<file path="src/rtl/sram_stream_reader_if.sv">
// SRAM read port and downstream valid/ready stream of the vector SRAM reader.
// The master modport is the reader side; the slave modport is the SRAM and
// the stream consumer.
interface sram_stream_reader_if #(
  parameter int ADDR_W = 11,
  parameter int DATA_W = 128
);
  logic              sram_cen;
  logic              sram_wen;
  logic [ADDR_W-1:0] sram_a;
  logic [DATA_W-1:0] sram_q;
  logic              out_valid;
  logic              out_ready;
  logic [DATA_W-1:0] out_data;
  logic              out_last;

  modport master (
    output sram_cen, sram_wen, sram_a, out_valid, out_data, out_last,
    input  sram_q, out_ready
  );

  modport slave (
    input  sram_cen, sram_wen, sram_a, out_valid, out_data, out_last,
    output sram_q, out_ready
  );
endinterface

</file>
<file path="src/rtl/sram_stream_reader.sv">
// Read-side sequencer for the 2048x128 vector SRAM. Issues a run of
// single-word reads, absorbs the one-cycle read latency and streams the
// words out through a small shift FIFO whose head register is out_data.
//
// state | meaning
// ------+-------------------------------------------------------------
// IDLE  | waiting for start; count=0 only produces a done pulse
// RUN   | reads still to issue; issue limited by free buffer space
// DRAIN | all reads issued; waiting for the last word to be taken
module sram_stream_reader #(
  parameter int ADDR_W = 11,
  parameter int DATA_W = 128,
  parameter int DEPTH  = 2
) (
  input  logic                 CLK,
  input  logic                 RST_N,
  input  logic                 start,
  input  logic [ADDR_W-1:0]    base_addr,
  input  logic [ADDR_W:0]      count,
  output logic                 busy,
  output logic                 done,
  sram_stream_reader_if.master bus
);

  localparam int OCC_W = $clog2(DEPTH + 1);

  typedef enum logic [1:0] {IDLE, RUN, DRAIN} state_t;

  state_t            state_q, state_n;
  logic [ADDR_W-1:0] addr_q, addr_n;
  logic [ADDR_W:0]   remaining_q, remaining_n;
  logic [ADDR_W:0]   to_deliver_q, to_deliver_n;
  logic              inflight_q;
  logic [DATA_W-1:0] fifo_q [DEPTH];
  logic [DATA_W-1:0] fifo_n [DEPTH];
  logic [OCC_W-1:0]  occ_q, occ_n;
  logic              out_valid_q, out_last_q;
  logic              busy_q, done_q, done_n;
  logic              pop, issue;
  logic [OCC_W:0]    pending;
  logic [OCC_W:0]    wr_idx;

  // Words already owed to the buffer after this cycle's pop decide whether
  // another read fits; this is what keeps a push off a full buffer.
  assign pop     = out_valid_q & bus.out_ready;
  assign pending = {1'b0, occ_q} + (OCC_W+1)'(inflight_q) - (OCC_W+1)'(pop);
  assign issue   = (state_q == RUN) && (remaining_q != '0) &&
                   (pending < (OCC_W+1)'(DEPTH));
  assign wr_idx  = {1'b0, occ_q} - (OCC_W+1)'(pop);

  assign bus.sram_cen  = ~issue;
  assign bus.sram_wen  = 1'b1;
  assign bus.sram_a    = issue ? addr_q : '0;
  assign bus.out_valid = out_valid_q;
  assign bus.out_data  = fifo_q[0];
  assign bus.out_last  = out_last_q;
  assign busy          = busy_q;
  assign done          = done_q;

  // Next state, read address and run counters.
  always_comb begin
    state_n      = state_q;
    addr_n       = addr_q;
    remaining_n  = remaining_q;
    to_deliver_n = to_deliver_q;
    done_n       = 1'b0;
    case (state_q)
      IDLE: begin
        if (start) begin
          if (count != '0) begin
            addr_n       = base_addr;
            remaining_n  = count;
            to_deliver_n = count;
            state_n      = RUN;
          end else begin
            done_n = 1'b1;
          end
        end
      end
      RUN: begin
        if (issue && (remaining_q == (ADDR_W+1)'(1))) state_n = DRAIN;
      end
      DRAIN: begin
        if (pop && out_last_q) begin
          state_n = IDLE;
          done_n  = 1'b1;
        end
      end
      default: state_n = IDLE;
    endcase
    if (issue) begin
      addr_n      = addr_q + ADDR_W'(1);
      remaining_n = remaining_q - (ADDR_W+1)'(1);
    end
    if (pop) to_deliver_n = to_deliver_q - (ADDR_W+1)'(1);
  end

  // Shift FIFO: pop shifts toward the head, the returning word lands behind
  // the last occupied entry so out_data stays a plain register.
  always_comb begin
    fifo_n = fifo_q;
    occ_n  = occ_q + OCC_W'(inflight_q) - OCC_W'(pop);
    if (pop) begin
      for (int i = 0; i < DEPTH - 1; i++) fifo_n[i] = fifo_q[i+1];
      fifo_n[DEPTH-1] = '0;
    end
    for (int i = 0; i < DEPTH; i++) begin
      if (inflight_q && ((OCC_W+1)'(i) == wr_idx)) fifo_n[i] = bus.sram_q;
    end
  end

  // State, counters, buffer and registered stream/status outputs.
  always_ff @(posedge CLK or negedge RST_N) begin
    if (!RST_N) begin
      state_q      <= IDLE;
      addr_q       <= '0;
      remaining_q  <= '0;
      to_deliver_q <= '0;
      inflight_q   <= 1'b0;
      occ_q        <= '0;
      for (int i = 0; i < DEPTH; i++) fifo_q[i] <= '0;
      out_valid_q  <= 1'b0;
      out_last_q   <= 1'b0;
      busy_q       <= 1'b0;
      done_q       <= 1'b0;
    end else begin
      state_q      <= state_n;
      addr_q       <= addr_n;
      remaining_q  <= remaining_n;
      to_deliver_q <= to_deliver_n;
      inflight_q   <= issue;
      occ_q        <= occ_n;
      fifo_q       <= fifo_n;
      out_valid_q  <= (occ_n != '0);
      out_last_q   <= (occ_n != '0) && (to_deliver_n == (ADDR_W+1)'(1));
      busy_q       <= (state_n != IDLE);
      done_q       <= done_n;
    end
  end

endmodule

</file>
<file path="src/flat_wrapper.sv">
// flat-port wrapper written by rule: the top's interface ports become plain ports
module sram_stream_reader_flat 
#(
  parameter int ADDR_W = 11,
  parameter int DATA_W = 128,
  parameter int DEPTH  = 2
)
  (CLK, RST_N, start, base_addr, count, busy, done, bus_sram_cen, bus_sram_wen, bus_sram_a, bus_out_valid, bus_out_data, bus_out_last, bus_sram_q, bus_out_ready);
  sram_stream_reader_if #(.ADDR_W(ADDR_W), .DATA_W(DATA_W)) bus_i ();
  input  logic CLK;
  input  logic RST_N;
  input  logic start;
  input  logic [ADDR_W-1:0] base_addr;
  input  logic [ADDR_W:0] count;
  output logic busy;
  output logic done;
  output wire logic [$bits(bus_i.sram_cen)-1:0] bus_sram_cen;
  output wire logic [$bits(bus_i.sram_wen)-1:0] bus_sram_wen;
  output wire logic [$bits(bus_i.sram_a)-1:0] bus_sram_a;
  output wire logic [$bits(bus_i.out_valid)-1:0] bus_out_valid;
  output wire logic [$bits(bus_i.out_data)-1:0] bus_out_data;
  output wire logic [$bits(bus_i.out_last)-1:0] bus_out_last;
  input wire logic [$bits(bus_i.sram_q)-1:0] bus_sram_q;
  input wire logic [$bits(bus_i.out_ready)-1:0] bus_out_ready;
  assign bus_sram_cen = bus_i.sram_cen;
  assign bus_sram_wen = bus_i.sram_wen;
  assign bus_sram_a = bus_i.sram_a;
  assign bus_out_valid = bus_i.out_valid;
  assign bus_out_data = bus_i.out_data;
  assign bus_out_last = bus_i.out_last;
  assign bus_i.sram_q = bus_sram_q;
  assign bus_i.out_ready = bus_out_ready;
  sram_stream_reader #(.ADDR_W(ADDR_W), .DATA_W(DATA_W), .DEPTH(DEPTH)) u_core (.CLK(CLK), .RST_N(RST_N), .start(start), .base_addr(base_addr), .count(count), .busy(busy), .done(done), .bus(bus_i));
endmodule
</file>
<file path="config.mk">
export PLATFORM = sky130hd
export DESIGN_NAME = sram_stream_reader_flat
export DESIGN_NICKNAME = d
export VERILOG_FILES = /design/src/rtl/sram_stream_reader_if.sv /design/src/rtl/sram_stream_reader.sv /design/src/flat_wrapper.sv
export SDC_FILE = /design/constraint.sdc
export NUM_CORES = 1
export LEC_CHECK = 0
export BUFFER_PORTS_ARGS = -buffer_cell sky130_fd_sc_hd__buf_2
export CORE_MARGIN = 2
export CORE_UTILIZATION = 55
export CTS_CLUSTER_SIZE = 28
export DETAILED_ROUTE_END_ITERATION = 12
export PLACE_DENSITY = 0.8
export SETUP_SLACK_MARGIN = 0.02
export SYNTH_ARGS = -nofsm -noshare
export SYNTH_HDL_FRONTEND = slang
export SYNTH_SLANG_ARGS = --single-unit
</file>
<file path="constraint.sdc">
create_clock -name CLK -period 4.1 [get_ports CLK]
set_input_delay 0.41 -clock CLK [delete_from_list [all_inputs] [get_ports CLK]]
set_output_delay 0.41 -clock CLK [all_outputs]
set_load 0.02 [all_outputs]
</file>
**After elaboration in Yosys (flattened, before gate mapping)**

Cells that the tools add are included.

- Input port bits: 155
- Output and inout port bits: 145
- Bits in registers: 300
- Logic and storage cells: 72

- Add/sub/neg operators: 8
- Bitwise operators: 2
- $lt $le $gt $ge: 1
- Equality and inequality tests: 5
- Reduce and logical (&&, ||, !) cells: 19
- Multiplexer cells: 25

Operators with widths:

| kind | count |
|---|---|
| 128-bit 2-to-1 mux | 2 |
| 256-bit 2-to-1 mux | 1 |
| 12-bit 2-to-1 mux | 8 |
| 11-bit 2-to-1 mux | 5 |
| 12-bit by 1-bit equality test with 1-bit output, second input constant | 2 |
| 12-bit nonzero test | 2 |
| 12-bit by 1-bit subtractor with 12-bit output, second input constant | 2 |
| 2-bit nonzero test | 7 |
| 11-bit by 1-bit adder with 11-bit output, second input constant | 1 |
| 2-bit 2-to-1 mux | 4 |
| 1-bit logical AND | 7 |
| 2-bit case mux with 3 select lines | 1 |
| 2-bit by 1-bit adder with 3-bit output | 1 |
| 1-bit by 3-bit equality test with 1-bit output, first input constant | 1 |
| 3-bit logical NOT | 1 |
| 3-bit by 2-bit < comparator with 1-bit output, second input constant | 1 |
| 1-bit 2-to-1 mux | 3 |
| 3-bit AND reduction | 1 |
| 2-bit by 1-bit subtractor with 3-bit output | 1 |
| 3-bit by 1-bit subtractor with 3-bit output | 1 |
| 2-bit by 1-bit adder with 2-bit output | 1 |
| 2-bit by 1-bit equality test with 1-bit output, second input constant | 1 |
| 2-bit equality test, second input constant | 1 |
| 2-bit logical NOT | 1 |
| 4 further kinds | 4 |

**Logic depth before layout (Yosys ltp)**

- Word-level depth: 8
- Depth in mapped cells: 16
- Mapped depth without buffers: 12

**Worst setup path after synthesis**

No wires, ideal clock.

- Path kind: register -> output
- Start: reg u_core.out_valid_q, in the netlist u_core.bus.out_valid
- End: out bus_sram_a[10]
- Stages on the path, launching flop included: 14
- Path slack: 0.220 ns
- Buffers on the path: 4
- Data required time: 3.690 ns
- Arrival time: 3.470 ns
- Cell sequence: dfrtp_1 > nand2_1 > clkbuf_1 > clkbuf_1 > buf_1 > nand2_1 > nand2_1 > ha_1 > fa_1 > or3_1 > a21oi_1 > inv_2 > buf_2 > nor2_1

- Longest elaborated chain between the ends: 5

Ends and longest elaborated chain:

| item | RTL line | RTL |
|---|---|---|
| start, declared | sram_stream_reader.sv:37 | `logic out_valid_q, out_last_q;` |
| start signal, assigned | sram_stream_reader.sv:134 | `out_valid_q <= (occ_n != '0);` |
| 1-bit AND | sram_stream_reader.sv:45 | `assign pop = out_valid_q & bus.out_ready;` |
| 3-bit by 1-bit subtractor with 3-bit output | sram_stream_reader.sv:46 | `assign pending = {1'b0, occ_q} + (OCC_W+1)'(inflight_q) - (OCC_W+1)'(pop);` |
| 3-bit by 2-bit < comparator with 1-bit output | sram_stream_reader.sv:48 | `(pending < (OCC_W+1)'(DEPTH));` |
| 1-bit logical AND | sram_stream_reader.sv:47 | `assign issue = (state_q == RUN) && (remaining_q != '0) &&` |
| 11-bit 2-to-1 mux | sram_stream_reader.sv:53 | `assign bus.sram_a = issue ? addr_q : '0;` |
| end, declared | flat_wrapper.sv:19 | `output wire logic [$bits(bus_i.sram_a)-1:0] bus_sram_a;` |

Every way passes these cells.

**Worst setup path after layout**

- Start: reg u_core.out_valid_q, in the netlist u_core.bus.out_valid
- End: out bus_sram_a[0]

Same word-level chain as after synthesis.

==> results.json <==
{
  "whs_ns": -0.0385,
  "fin_util_pct": 62.9,
  "postLayoutCellArea_um2": 16200,
  "final_nets": 1799,
  "placed_area_um2": 15100,
  "yosysSeqAreaShare_pct": 52.4,
  "vias": 10783,
  "worstSetupStartpoint": "u_core.bus.out_valid",
  "reg2regPathDepth": 12,
  "ys_top_cells_by_count": "410 x nand2_1, 300 x dfrtp_1, 185 x o21ai_1",
  "ios": 300,
  "drt-initial-drc-count": 922,
  "synth_edf_count": 0,
  "synth_most_common_cell": "nand2_1",
  "drt-vias-per-instance": 5.39,
  "setup_ws_ns": 0.472,
  "first_global_vias": 10135,
  "post_cts_buffers": 0,
  "syn_nets": 1675,
  "leakage_nw": 8.13,
  "rsz0062_at_grt": "false",
  "synth_area_leaders": "dfrtp_1 52%, nand2_1 11%, mux2i_1 8.9%, buf_4 6.8%, o21ai_1 6.5%",
  "clock_latency_ns": 0.50,
  "post_drt_wl_per_cell_um": 15.7,
  "numCtsBuffers": 34,
  "drt-total-wl_um": 31400,
  "status": "finished with violations",
  "fin_crit_ns": 3.63,
  "finClkSkew_ns": 0.0188,
  "setup_viol": 0,
  "hp-class": "in2async",
  "synth_top_cell_by_area": "dfrtp_1",
  "dp_hpwl_um": 20500,
  "total_power_mw": 11.2,
  "powerDensity_nw_per_um2": 692,
  "syn_area_um2": 14300,
  "required_ns": 3.69,
  "synth_top_area_share_pct": 52.4,
  "period_share_pct": 88.5,
  "syn_inst": 1513,
  "final.setup.tns_ns": 0,
  "root_buffer": "clkbuf_16",
  "core-area_um2": 25800,
  "place_inst": 1936,
  "die_h_um": 165,
  "synth-main-ff-cell": "dfrtp_1",
  "slew_headroom_pct": 26.7,
  "grt_start_max_net_pins": 197,
  "start_util_pct": 55.5,
  "port_buffers": 298,
  "clock_sinks": 300,
  "drc": 0,
  "peakVddDrop_mv": 0.659,
  "rows": 59,
  "synth.avg_cell_area_um2": 9.47,
  "async_reset_ff_share_pct": 100,
  "violations": "negative hold slack",
  "antenna_found_initial": 5,
  "final-hold-violation-count": 11,
  "die-area_um2": 27400,
  "r2r-end": "u_core.remaining_q[9]",
  "fmax_mhz": 276,
  "startpoint_type": "flip-flop",
  "syn2layout_area_growth_pct": 13.3,
  "crit_path_end_kind": "primary output",
  "clk_path_buf_depth": 3,
  "cp_max_fo": 24,
  "yosys.cell_types.count": 59,
  "drt_pre_antenna_iters": 5,
  "dieWidth_um": 165,
  "critical_path_class": "reg2out",
  "ant_nets": 0,
  "drv_slew": 0,
  "r2r_start": "u_core.bus.out_valid",
  "drive_above_1_share_pct": 23.2,
  "gr-total-overflow": 0,
  "ff2ff_setup_slack_ns": 0.90,
  "ys.warnings.count": 0,
  "synth_seq_cells": 300,
  "worst_pin_slew_ns": 1.10,
  "clk_pin_slew_ns": 0.06,
  "cap_viol_max_count": 0,
  "cp.arrival_ns": 3.22,
  "ctsResizeCount": 0,
  "grt_use_total_pct": 22.4,
  "cts_tree": "done",
  "routabilityCongestion": 0.852,
  "cts.htree.levels": 2,
  "pre_cts_ws_ns": 0.840,
  "grt_pass1_wl_um": 50000,
  "finalNonFillerCells": 2000,
  "hold_buffers": 0
}
## layer usage
layer	vias up	track usage (%)	share of wire, %
met5	-	0	0.041
met1	5128	29.0	41
met3	59	7.24	8.6
met2	355	36.2	48
met4	2	6.78	2.4
li1	5239	-	-
## where the power goes
group	leakage [nW]	switching, mW	internal, mW
Sequential	4.01	0.576	3.90
Clock	0.549	1.18	1.85
Combinational	3.57	2.37	1.36
## cells by family (layout without fill, tap and decap cells)
| group | after synthesis | count (layout) | share of synthesized area [%] |
|---|---|---|---|
| AND/OR/NAND/NOR | 507 | 507 | 15.0 |
| AO/OA/AOI/OAI | 325 | 325 | 12.7 |
| flip-flops | 300 | 300 | 52.4 |
| buffers and inverters | 237 | 385 | 9.87 |
| multiplexers | 128 | 128 | 8.94 |
| XOR/XNOR | 8 | 8 | 0.489 |
| adder cells (fa/ha/maj) | 7 | 7 | 0.663 |
| other | 1 | 5 | 0.0262 |
## layout by cell type, fill, tap and decap left out, types with 3 or more instances in the layout
cell and instances:
clkbuf_1 6, buf_4 8, buf_12 7, clkinvlp_4 3
ha_1 6, nor4_1 3, inv_1 11, or4_1 3
nand4_1 3, and2_1 11, nand3_1 9, buf_2 297
diode_2 4, nand2_1 409, clkinv_2 7, o211ai_1 4
a21oi_1 10, nor4_2 5, a221oi_1 6, xor2_1 4
o21ai_0 86, nor2_1 15, nand2b_1 4, o21ai_1 185
dfrtp_1 300, clkbuf_16 35, a211oi_1 3, bufinv_16 3
nor3b_1 7, clkbuf_8 5, nor3_1 12, or3_1 3
and3_1 8, xnor2_1 4, a221o_1 9, mux2i_1 128
## layout make-up
type / instances / area, um2
clock inverters: 14 / 156
fillers: 2073 / 9600
clock buffers: 46 / 967
diodes: 4 / 10.0
well taps: 335 / 419
inverters: 12 / 45.0
flip-flops and latches: 300 / 7510
repair buffers: 313 / 1700
multi-input cells: 976 / 5430
## flip-flops by register name, indices dropped and copies added (netlist names)
| signal | cells |
|---|---|
| u_core.done | 1 |
| u_core.to_deliver_q | 12 |
| u_core.bus.out_valid | 1 |
| u_core.bus.out_data | 128 |
| u_core.remaining_q | 12 |
| u_core.inflight_q | 1 |
| u_core.fifo_q | 128 |
| u_core.addr_q | 11 |
| u_core.busy | 1 |
| u_core.occ_q | 2 |
| u_core.state_q | 2 |
| u_core.bus.out_last | 1 |
## how the worst max path moves through the flow
stage / cells past startpoint / endpoint / slack (ns)
after global placement: 13 / u_core.remaining_q[9] / 0.95
after detailed placement: 13 / u_core.remaining_q[9] / 0.84
after global routing: 11 / bus_sram_a[0] / 0.30
after floorplan: 13 / bus_sram_a[10] / 0.22
after CTS: 11 / bus_sram_a[0] / 0.45
final: 11 / bus_sram_a[0] / 0.47
## worst max-delay path, stage by stage (launching register included)
cell	delay [ns]
dfrtp_1	0.42
and2_1	0.20
nand2b_1	0.11
nand2_1	0.07
ha_1	0.20
fa_1	0.38
xnor2_1	0.14
or3_1	0.37
a21oi_1	0.20
buf_4	0.29
and2_1	0.17
buf_2	0.16
No activity file was read; power rests on OpenSTA's default activity.
